[src/rtl/boot_pkg.sv]
// Shared definitions for the UART boot loader: loader and receiver state encodings
// and the bit-period helper used by both the receiver and its transmit counterpart.
package boot_pkg;

  typedef enum logic [2:0] {
    LD_LEN0  = 3'd0,
    LD_LEN1  = 3'd1,
    LD_DATA  = 3'd2,
    LD_WRITE = 3'd3,
    LD_DONE  = 3'd4,
    LD_ERR   = 3'd5
  } loader_state_t;

  typedef enum logic [1:0] {
    RX_IDLE  = 2'd0,
    RX_START = 2'd1,
    RX_DATA  = 2'd2,
    RX_STOP  = 2'd3
  } rx_state_t;

  function automatic int clks_per_bit(input int clk_freq, input int baud_rate);
    return clk_freq / baud_rate;
  endfunction

endpackage

[src/rtl/uart_rx.sv]
// 8N1 UART receiver: 2-FF synchroniser, mid-bit sampling, start-glitch rejection,
// one-cycle byte_valid or frame_err pulse after the stop-bit sample.
module uart_rx
  import boot_pkg::*;
#(
  parameter int CLK_FREQ  = 48_000_000,
  parameter int BAUD_RATE = 115_200
) (
  input  logic       clk,
  input  logic       rst,
  input  logic       rx,
  output logic       byte_valid,
  output logic [7:0] byte_data,
  output logic       frame_err
);

  localparam int          CPB_I = clks_per_bit(CLK_FREQ, BAUD_RATE);
  localparam logic [15:0] CPB   = 16'(CPB_I);
  localparam logic [15:0] HALF  = 16'(CPB_I / 2);

  rx_state_t   state, state_d;
  logic [15:0] cnt, cnt_d;
  logic [2:0]  bit_idx, bit_idx_d;
  logic [7:0]  shreg, shreg_d;
  logic        byte_valid_d, frame_err_d;
  logic        rx_meta, rx_s;

  always_ff @(posedge clk) begin
    if (rst) begin
      rx_meta    <= 1'b1;
      rx_s       <= 1'b1;
      state      <= RX_IDLE;
      cnt        <= '0;
      bit_idx    <= '0;
      shreg      <= '0;
      byte_valid <= 1'b0;
      frame_err  <= 1'b0;
    end else begin
      rx_meta    <= rx;
      rx_s       <= rx_meta;
      state      <= state_d;
      cnt        <= cnt_d;
      bit_idx    <= bit_idx_d;
      shreg      <= shreg_d;
      byte_valid <= byte_valid_d;
      frame_err  <= frame_err_d;
    end
  end

  assign byte_data = shreg;

  always_comb begin
    state_d      = state;
    cnt_d        = cnt;
    bit_idx_d    = bit_idx;
    shreg_d      = shreg;
    byte_valid_d = 1'b0;
    frame_err_d  = 1'b0;
    case (state)
      RX_IDLE: begin
        if (!rx_s) begin
          state_d = RX_START;
          cnt_d   = '0;
        end
      end
      RX_START: begin
        // Re-check at mid start bit; a line that is high again was only a glitch.
        if (cnt == HALF - 16'd1) begin
          cnt_d     = '0;
          bit_idx_d = '0;
          state_d   = rx_s ? RX_IDLE : RX_DATA;
        end else begin
          cnt_d = cnt + 16'd1;
        end
      end
      RX_DATA: begin
        if (cnt == CPB - 16'd1) begin
          cnt_d     = '0;
          shreg_d   = {rx_s, shreg[7:1]};
          bit_idx_d = bit_idx + 3'd1;
          if (bit_idx == 3'd7) state_d = RX_STOP;
        end else begin
          cnt_d = cnt + 16'd1;
        end
      end
      RX_STOP: begin
        if (cnt == CPB - 16'd1) begin
          cnt_d   = '0;
          state_d = RX_IDLE;
          if (rx_s) byte_valid_d = 1'b1;
          else      frame_err_d  = 1'b1;
        end else begin
          cnt_d = cnt + 16'd1;
        end
      end
      default: state_d = RX_IDLE;
    endcase
  end

endmodule

[src/rtl/uart_boot_loader.sv]
// Receives a length-prefixed program image over UART and writes it into instruction
// RAM word by word, holding the core in reset until the whole image has landed.
module uart_boot_loader
  import boot_pkg::*;
#(
  parameter int          CLK_FREQ  = 48_000_000,
  parameter int          BAUD_RATE = 115_200,
  parameter logic [31:0] BASE_ADDR = 32'h0,
  parameter int          MAX_WORDS = 256
) (
  input  logic        clk,
  input  logic        rst,
  input  logic        uartrx,
  output logic        ram_we,
  output logic [31:0] ram_addr,
  output logic [31:0] ram_din,
  output logic        core_rst,
  output logic        load_done,
  output logic        load_err
);

  localparam logic [15:0] MAX_W = 16'(MAX_WORDS);

  logic       byte_valid, frame_err;
  logic [7:0] byte_data;

  uart_rx #(
    .CLK_FREQ (CLK_FREQ),
    .BAUD_RATE(BAUD_RATE)
  ) u_rx (
    .clk       (clk),
    .rst       (rst),
    .rx        (uartrx),
    .byte_valid(byte_valid),
    .byte_data (byte_data),
    .frame_err (frame_err)
  );

  loader_state_t state, state_d;
  logic [15:0]   count, count_d;
  logic [15:0]   word_idx, word_idx_d;
  logic [1:0]    byte_idx, byte_idx_d;
  logic [31:0]   addr_q, addr_d;
  logic [31:0]   din_q, din_d;
  logic [15:0]   len_full;

  always_ff @(posedge clk) begin
    if (rst) begin
      state    <= LD_LEN0;
      count    <= '0;
      word_idx <= '0;
      byte_idx <= '0;
      addr_q   <= BASE_ADDR;
      din_q    <= '0;
    end else begin
      state    <= state_d;
      count    <= count_d;
      word_idx <= word_idx_d;
      byte_idx <= byte_idx_d;
      addr_q   <= addr_d;
      din_q    <= din_d;
    end
  end

  assign len_full = {byte_data, count[7:0]};

  always_comb begin
    state_d    = state;
    count_d    = count;
    word_idx_d = word_idx;
    byte_idx_d = byte_idx;
    addr_d     = addr_q;
    din_d      = din_q;
    case (state)
      LD_LEN0: begin
        if (byte_valid) begin
          count_d[7:0] = byte_data;
          state_d      = LD_LEN1;
        end
      end
      LD_LEN1: begin
        if (byte_valid) begin
          count_d    = len_full;
          word_idx_d = '0;
          byte_idx_d = '0;
          if (len_full == 16'd0)    state_d = LD_DONE;
          else if (len_full > MAX_W) state_d = LD_ERR;
          else                       state_d = LD_DATA;
        end
      end
      LD_DATA: begin
        if (byte_valid) begin
          din_d[8*byte_idx +: 8] = byte_data;
          byte_idx_d             = byte_idx + 2'd1;
          if (byte_idx == 2'd3) begin
            // Address is latched here so it is stable for the whole write cycle.
            addr_d  = BASE_ADDR + {14'd0, word_idx, 2'b00};
            state_d = LD_WRITE;
          end
        end
      end
      LD_WRITE: begin
        word_idx_d = word_idx + 16'd1;
        byte_idx_d = '0;
        state_d    = (word_idx + 16'd1 == count) ? LD_DONE : LD_DATA;
      end
      LD_DONE: ;
      LD_ERR:  ;
      default: state_d = LD_ERR;
    endcase
    // A bad frame anywhere before completion poisons the load.
    if (frame_err && state != LD_DONE) state_d = LD_ERR;
  end

  assign ram_we    = (state == LD_WRITE);
  assign ram_addr  = addr_q;
  assign ram_din   = din_q;
  assign load_done = (state == LD_DONE);
  assign load_err  = (state == LD_ERR);
  assign core_rst  = (state != LD_DONE);

endmodule
[config.mk]
export PLATFORM = sky130hd
export DESIGN_NAME = uart_boot_loader
export DESIGN_NICKNAME = d
export VERILOG_FILES = /design/src/rtl/boot_pkg.sv /design/src/rtl/uart_rx.sv /design/src/rtl/uart_boot_loader.sv
export SDC_FILE = /design/constraint.sdc
export NUM_CORES = 1
export LEC_CHECK = 0
export CAP_MARGIN = 0
export CORE_UTILIZATION = 55
export DETAILED_ROUTE_END_ITERATION = 12
export GPL_TIMING_DRIVEN = 1
export PLACE_DENSITY = 0.79
export SYNTH_ARGS = -nofsm -noshare
export SYNTH_HDL_FRONTEND = slang
export SYNTH_SLANG_ARGS = --single-unit
[constraint.sdc]
create_clock -name clk -period 2.65 [get_ports clk]
set_input_delay 0.265 -clock clk [delete_from_list [all_inputs] [get_ports clk]]
set_output_delay 0.265 -clock clk [all_outputs]
set_load 0.05 [all_outputs]
Yosys cells after proc, flatten, opt, wreduce, memory -nomap -nowiden
Cells that the tools add are included.
- bits in registers: 118
- logic and storage cells: 111
- add/subtract/negate cells: 5
- $lt $le $gt $ge: 1
- eq/ne operators: 28
- shifts and indexed selects: 2
- muxes and demuxes: 33
- bitwise gates (word level): 4
- reduce and logical (&&, ||, !) cells: 22
- operators by type and width (cell ; count):
    $mux W16 ; 4
    $pmux W16 S3 ; 1
    $neg A5 Y34 ; 1
    $shift A8 B34 Y32 const A ; 1
    $shiftx A8 B34 Y32 ; 1
    $add A16 B1 Y16 const B ; 2
    $bwmux W32 ; 1
    $pmux W16 S2 ; 1
    $mux W3 ; 10
    $eq A16 B16 Y1 ; 1
    $eq A16 B8 Y1 const B ; 1
    $eq A16 B9 Y1 const B ; 1
    $gt A16 B9 Y1 const B ; 1
    $logic_not A16 Y1 ; 1
    $mux W2 ; 8
    $ne A2 B1 Y1 const B ; 8
    $pmux W8 S2 ; 1
    $pmux W3 S5 ; 1
    $reduce_and A5 Y1 ; 3
    $reduce_and A3 Y1 ; 4
    $eq A3 B3 Y1 const B ; 3
    $ne A3 B2 Y1 const B ; 3
    $mux W8 ; 1
    $pmux W2 S4 ; 1
    20 further kinds ; 35

Longest topological paths before layout
Gate-level depths: netlist of run 1.
- depth after elaboration: 6
- gate-level depth with buffers: 9

Cells and area by module
Synthesis of run 1 repeated with hierarchy kept, for this count alone.
- cells, all modules: 732
- area total of the unflattened synthesis: 5793.1 um^2
- by module, submodules not included (module ; instances ; cells an instance ; area each (um^2) ; sequential area each (um^2)):
    uart_boot_loader ; 1 ; 554 ; 4216.5 ; 1701.6
    uart_rx ; 1 ; 178 ; 1576.5 ; 660.6

Worst setup path after synthesis of run 1
No wires, ideal clock.
- kind: reg2reg
- start point: reg state[0]
- end point: reg word_idx[12]
- data arrival time: 2054 ps
- data required time: 2559 ps
- path slack: 505 ps
- cell stages (with the launch flop): 8
- buffers on the path: 2
- period minus slack after synthesis: 2145 ps
- cells stage by stage: dfxtp_1 clkbuf_1 nor2b_1 nand2_1 inv_1 clkbuf_1 o21ai_0 a311oi_1
- cells in the longest elaborated chain, start to end: 3
- elaborated cells on any way between the ends: 6
- those cells by class: eq/ne: 3; mux: 1; reduce/logical: 2
- ends and longest elaborated chain (what ; RTL line ; text):
    start: declaration ; uart_boot_loader.sv:39 ; loader_state_t state, state_d;
    start signal: assignment ; uart_boot_loader.sv:56 ; state <= state_d;
    $eq A3 B2 Y1 * ; n/a ;
    named net ram_we ; uart_boot_loader.sv:14 ; output logic ram_we,
    $reduce_bool A2 Y1 (no source line) ; n/a ;
    $reduce_and A2 Y1 (no source line) ; n/a ;
    end signal: assignment ; uart_boot_loader.sv:58 ; word_idx <= word_idx_d;
    end: declaration ; uart_boot_loader.sv:41 ; logic [15:0] word_idx, word_idx_d;
Mark *: on every way through the listed nets, which the timed path passes. The rest lies on a longest branch.
A chain may end at the register's enable or synchronous reset.

Worst setup path in the final report of run 1
- start point: reg state[2]
- end point: out load_err
- cells in the longest elaborated chain, start to end: 1
- ends and longest elaborated chain (what ; RTL line ; text):
    $eq A3 B3 Y1 ; uart_boot_loader.sv:119 ; assign load_err = (state == LD_ERR);
    end: declaration ; uart_boot_loader.sv:19 ; output logic load_err
Every way passes these cells.

==> results of run 1 <==
-- layout by cell type (no fill, tap or decap), types with 5 or more instances in the layout --
cell type          n
dfxtp_1          118
nand2_1          106
a21oi_1           79
nor2_1            67
nand3_1           66
clkdlybuf4s50_1   52
xnor2_1           20
mux2i_1           17
conb_1            16
clkbuf_16         16
nand4_1           15
o21ai_0           15
ha_1              15
buf_4             15
xor2_1            14
nor4_1            13
inv_1             12
nor3_1            10
and3_1             9
and2_1             6
nor3b_1            6
or3_1              5
-- routing by layer --
layer / vias up / part of all wire, % / wire (um)
met5: - / 0 / 0
met4: 0 / 3.4 / 482
met3: 49 / 6.4 / 901
met2: 221 / 47 / 6660
met1: 2409 / 43 / 5990
li1: 2522 / - / -
-- registers in the layout, summed over array words and instances (netlist names), 2 cells and up, named ones only --
signal          cells
byte_idx            2
count              16
ram_din            32
u_rx.bit_idx        3
u_rx.byte_data      8
u_rx.cnt           16
ram_addr           16
state               3
word_idx           16
-- worst paths after layout --
path                                  from                        endpoint  slack (ps)  cells after the start
hold reg to reg    u_rx.rx_meta$_SDFF_PP1_            u_rx.rx_s$_SDFF_PP1_         430                      1
hold / removal                         rst  u_rx.byte_data[5]$_SDFFE_PP0P_         210                      2
setup reg to reg  word_idx[3]$_SDFFE_PP0P_           state[1]$_SDFFE_PP0P_         240                      6
setup / recovery     state[2]$_SDFFE_PP0P_                        load_err         110                      3
-- critical path: stages (launching register included) --
cell and delay [ps]:
dfxtp_1 460, nor2b_1 310, and2_1 180, clkdlybuf4s50_1 800
-- cells by family (layout without fill, tap and decap cells) --
kind of cell,Yosys count,in the layout
buffers and inverters,79,113
and+or+nand+nor,327,327
adders and majority gates,15,15
DFF,118,118
AOI/OAI and AO/OA,125,125
xor gates and xnor gates,34,34
other,1,16
muxes,17,17
-- final cells by class --
class / count / share of cell area (%)
clock buffers: 20 / 6.37
flip-flops and latches: 118 / 34.6
inverters: 12 / 0.659
clock inverters: 12 / 2.23
repair buffers: 69 / 9.63
multi-input cells: 534 / 44.1
well taps: 133 / 2.44
-- power breakdown --
group	total [mW]	internal, mW	switching [mW]
clock network	2.26	1.45	0.810
logic	0.154	0.0322	0.122
registers	1.78	1.78	0.00515
-- stage by stage --
stage | utilization (%) | setup WS [ps] | instance area [um^2] | power (mW)
final | 69.0 | 107 | 6830 | 4.20
after detailed placement | 63.0 | 278 | 6250 | 1.97
after global routing | 69.0 | 9.47 | 6830 | 4.33
after global placement | 63.0 | 389 | 6250 | 1.97
after CTS | 69.0 | 88.1 | 6830 | 4.22
after floorplan | - | 505 | 5750 | 1.97
==> results.yml, run 1 <==
run_status:
  status: "completed"
finish:
  n_antenna_cell: 0
  nFillCells: 785
  syn_to_final_growth_pct: 20.1
  drive_gt1_share_pct: 7.58
  seq_area_um2: 2360
  fin_nets: 770
  multiInputGateArea_um2: 3010
  instances_no_fill: 898
yosys:
  yosysMostFrequentCell: "dfxtp_1"
  synth_edf_count: 0
  synth_largest_area_cell: "dfxtp_1"
  yosys_most_used_dff: "dfxtp_1"
  synthXorXnorAreaFrac_pct: 5.23
  yosysWarnings: 0
  synth-compound-area-share_pct: 12.8
  synthAdderAreaFrac_pct: 3.30
  avgSynthCellArea_um2: 7.95
  yosys.area_share.simple_pct: 27.6
  synth_top_area_share_pct: 41.5
  netlist_area_um2: 5690
  muxShareOfSynthArea_pct: 2.99
  ys_async_sr_fraction_pct: 0
  synth_common_cells: "118 x dfxtp_1, 106 x nand2_1, 79 x a21oi_1, 67 x nor2_1, 66 x nand3_1"
  ys_ff_latch: 118
  synth_top_family_by_area: "simple AND/OR/NAND/NOR gates"
  ys_types: 58
  ys_seq_area_share_pct: 41.5
  syn_inst: 716
  synthTopCellsByArea: "dfxtp_1 42%, nand2_1 7.0%, a21oi_1 6.9%, nand3_1 5.8%, nor2_1 4.4%"
critical_path:
  worstPathMaxFanout: 8
  arrival_ps: 2280
  required_ps: 2380
  critPathCaptureType: "output pin"
  critPathKind: "flop to output pin"
  worstSetupStartpointType: "flop"
timing:
  layout_worst_path_cycle_share_pct: 96.0
  skew_ps: 7.93
  period_minus_slack_ps: 2540
  hold_viol: 0
  grt_setup_unrepaired: "no"
  clock.fmax_mhz: 393
  setup_viol: 0
  slew_headroom_pct: 46.0
  totalNegativeSetupSlack_ps: 0
  tightestPinTransition_ps: 807
  timing.hold.ws_ps: 212
  slew_viol_final: 0
cts:
  clk_latency_ps: 520
  clkSinkCount: 118
  clk_pin_slew_ps: 60
  cts_max_level: 4
  cts_made_buffers: 17
  cts_tree: "yes"
  clockBufferDepth: 2
  postCtsHoldBufs: 0
  cts_resized: 0
  postCtsSetupRepairBufs: 0
  cts_root_buf: "clkbuf_8"
place:
  port_buffers: 54
  placed_cells: 866
  dpl.hpwl_mm: 9.34
  gp_congestion: 0.960
global_route:
  top_usage_layer: "met2"
  grt_overflow: 0
  grt_pass1_wl_mm: 23.6
  met1_usage_pct: 33.4
  grt_usage_pct: 27.2
  met2_usage_pct: 45.8
  grtUsageMet3_pct: 6.04
  grt_max_degree: 54
  grt_antenna_before_repair: 0
  grt_pass1_vias: 4891
power:
  p_leak_nw: 2.41
  ir_worst_vdd_mv: 0.607
  powerDensity_nw_per_um2: 615
drt:
  viasPerCell: 5.79
  route.detailed.drc: 0
  via_count: 5201
  wl_per_cell_um: 15.6
  drt_iter0_drc: 371
  dr.pass1.iters: 6
  routed_wl_mm: 14.0
  antenna_left: 0
min_path:
  min_path_type: "primary input to flop"
floorplan:
  die_area_um2: 10800
  core_area_um2: 9910
  ios: 71
  die_w_um: 104
  initial_core_util_pct: 57.4
  die_height_um: 104
  rows: 36
job:
  max-cap-violations: 0
Note: power is estimated with default switching activity, not from simulation.
==> run 2: changes to the inputs <==
--- a/config.mk
+++ b/config.mk
@@ -12,4 +12,5 @@
 export PLACE_DENSITY = 0.79
 export SYNTH_ARGS = -nofsm -noshare
 export SYNTH_HDL_FRONTEND = slang
+export SYNTH_HIERARCHICAL = 1
 export SYNTH_SLANG_ARGS = --single-unit
==> results.yml, run 2 <==
run_status:
  status: "completed"
cts:
  cts_root_buf: "clkbuf_8"
  clk_pin_slew_ps: 60
  cts_made_buffers: 17
  postCtsSetupRepairBufs: 0
  clk_latency_ps: 520
  cts_max_level: 4
  cts_tree: "yes"
  clkSinkCount: 118
  postCtsHoldBufs: 0
  clockBufferDepth: 2
  cts_resized: 0
timing:
  period_minus_slack_ps: 2450
  clock.fmax_mhz: 408
  hold_viol: 0
  timing.hold.ws_ps: 122
  totalNegativeSetupSlack_ps: 0
  layout_worst_path_cycle_share_pct: 92.5
  slew_headroom_pct: 33.3
  grt_setup_unrepaired: "no"
  tightestPinTransition_ps: 1000
  layout_setup_ws_ps: 198
  slew_viol_final: 0
  setup_viol: 0
  skew_ps: 7.52
global_route:
  grt_pass1_wl_mm: 24.6
  grt_max_degree: 85
  grt_overflow: 0
  grt_usage_pct: 27.8
  grt_antenna_before_repair: 0
  grt_pass1_vias: 5194
drt:
  drt_iter0_drc: 559
  via_count: 5500
  route.detailed.drc: 0
  routed_wl_mm: 14.8
  antenna_left: 0
  viasPerCell: 5.96
  dr.pass1.iters: 5
  wl_per_cell_um: 16.0
place:
  placed_cells: 893
  dpl.hpwl_mm: 9.76
  pre_cts_slack_ps: 239
  port_buffers: 54
  gp_congestion: 0.977
  place_area_um2: 6370
finish:
  drive_gt1_share_pct: 8.64
  nFillCells: 843
  multiInputGateArea_um2: 3110
  final_cell_mix: "124 x nand2_1, 118 x dfxtp_1, 96 x a21oi_1"
  instances_no_fill: 923
  seq_area_um2: 2360
  post-route-util_pct: 67.8
  fin_nets: 789
  design_area_um2: 6970
  final_common_cell: "nand2_1"
  largest_reg_flops: 32
  n_antenna_cell: 0
  syn_to_final_growth_pct: 20.3
yosys:
  yosys_most_used_dff: "dfxtp_1"
  syn_inst: 732
  ys_seq_area_share_pct: 40.8
  synth_top_area_share_pct: 40.8
  ys_types: 56
  yosysMostFrequentCell: "nand2_1"
  netlist_area_um2: 5790
  ys_async_sr_fraction_pct: 0
  yosysWarnings: 6
  synth_largest_area_cell: "dfxtp_1"
  synth_common_cells: "124 x nand2_1, 118 x dfxtp_1, 96 x a21oi_1, 71 x nand3_1, 45 x nor2_1"
  ys_ff_latch: 118
  synth_edf_count: 0
  synthTopCellsByArea: "dfxtp_1 41%, a21oi_1 8.3%, nand2_1 8.0%, nand3_1 6.1%, nor2_1 2.9%"
  avgSynthCellArea_um2: 7.91
floorplan:
  die_w_um: 105
  core_area_um2: 10300
  initial_core_util_pct: 56.4
  die_height_um: 105
  ios: 71
  rows: 37
  die_area_um2: 10900
power:
  p_int_mw: 3.32
  ir_worst_vdd_mv: 0.746
  power.switching_mw: 0.894
  pwr-share-comb_pct: 2.8
  power_mw: 4.21
  powerDensity_nw_per_um2: 605
  seq_power_share_pct: 42.5
  p_leak_nw: 2.39
  p_sw_share_pct: 21.2
  clock_power_share_pct: 54.8
job:
  max-cap-violations: 0
critical_path:
  ff2ff_path_depth: 7
  worstPathMaxFanout: 7
  critPathKind: "flop to output pin"
  arrival_ps: 2190
  worstSetupStartpointType: "flop"
  critPathCaptureType: "output pin"
  required_ps: 2380
min_path:
  min_delay_path_depth: 2
  min_path_type: "primary input to flop"
-- run 2: cell types whose count changed in the layout (fill, tap and decap cells not counted), moves of 5 or more --
| cell | before | now |
|---|---|---|
| nor2_1 | 67 | 45 |
| nand2_1 | 106 | 124 |
| a21oi_1 | 79 | 96 |
| nor4_1 | 13 | 4 |
| buf_4 | 15 | 22 |
| xnor2_1 | 20 | 13 |
| a31oi_1 | 4 | 10 |
| ha_1 | 15 | 9 |
| mux2i_1 | 17 | 12 |
| nand3_1 | 66 | 71 |
| nand4_1 | 15 | 10 |
| xor2_1 | 14 | 9 |
-- run 2: kinds of logic (layout without fill, tap and decap cells) --
group / Yosys count / after routing / synth area share (%)
xor+xnor: 22 / 22 / 3.33
fa+ha+maj: 10 / 10 / 2.16
mux: 12 / 12 / 2.07
buf+inv: 75 / 115 / 6.52
compound gates: 156 / 156 / 15.8
flops: 118 / 118 / 40.8
simple gates: 338 / 338 / 29.2
other cells: 1 / 16 / 0.0647
-- run 2: critical path, cell delays in order (launching register included) --
cell	delay [ps]
dfxtp_1	440
nor2b_1	240
nand2b_1	130
inv_1	70
clkdlybuf4s50_1	790
-- run 2: area by class of cell --
cell class,count,area share [%]
multi-input combinational,554,44.7
sequential,118,33.9
timing repair buffer,74,9.84
clock buffer,22,6.79
tap,136,2.44
clock inverter,8,1.76
inverter,11,0.592
-- run 2: per-layer routing --
layer  track usage [%]  share of wire [%]  up-vias
met3              6.18                6.4       36
met1              34.5                 43     2607
met5                 0                  0        -
met2              45.8                 48      222
met4              12.7                2.1        0
li1                  -                  -     2635
-- run 2: worst paths after layout --
check / startpoint / slack (ps) / to
worst max-delay path: state[2]$_SDFFE_PP0P_ / 200 / load_done
worst min register to register: u_rx/rx_s$_SDFF_PP1_ / 430 / u_rx/frame_err$_SDFF_PP0_
worst max register to register: word_idx[0]$_SDFFE_PP0P_ / 230 / state[1]$_SDFFE_PP0P_
worst min-delay path: rst / 120 / u_rx/byte_data[4]$_SDFFE_PP0P_
-- run 2: power groups by stage --
stage	registers [mW]	clock network [mW]	logic, mW
floorplan	1.82	0	0.125
global placement	1.83	0	0.114
detailed placement	1.83	0	0.115
CTS	1.79	2.33	0.116
global route	1.79	2.41	0.125
finish	1.79	2.31	0.117
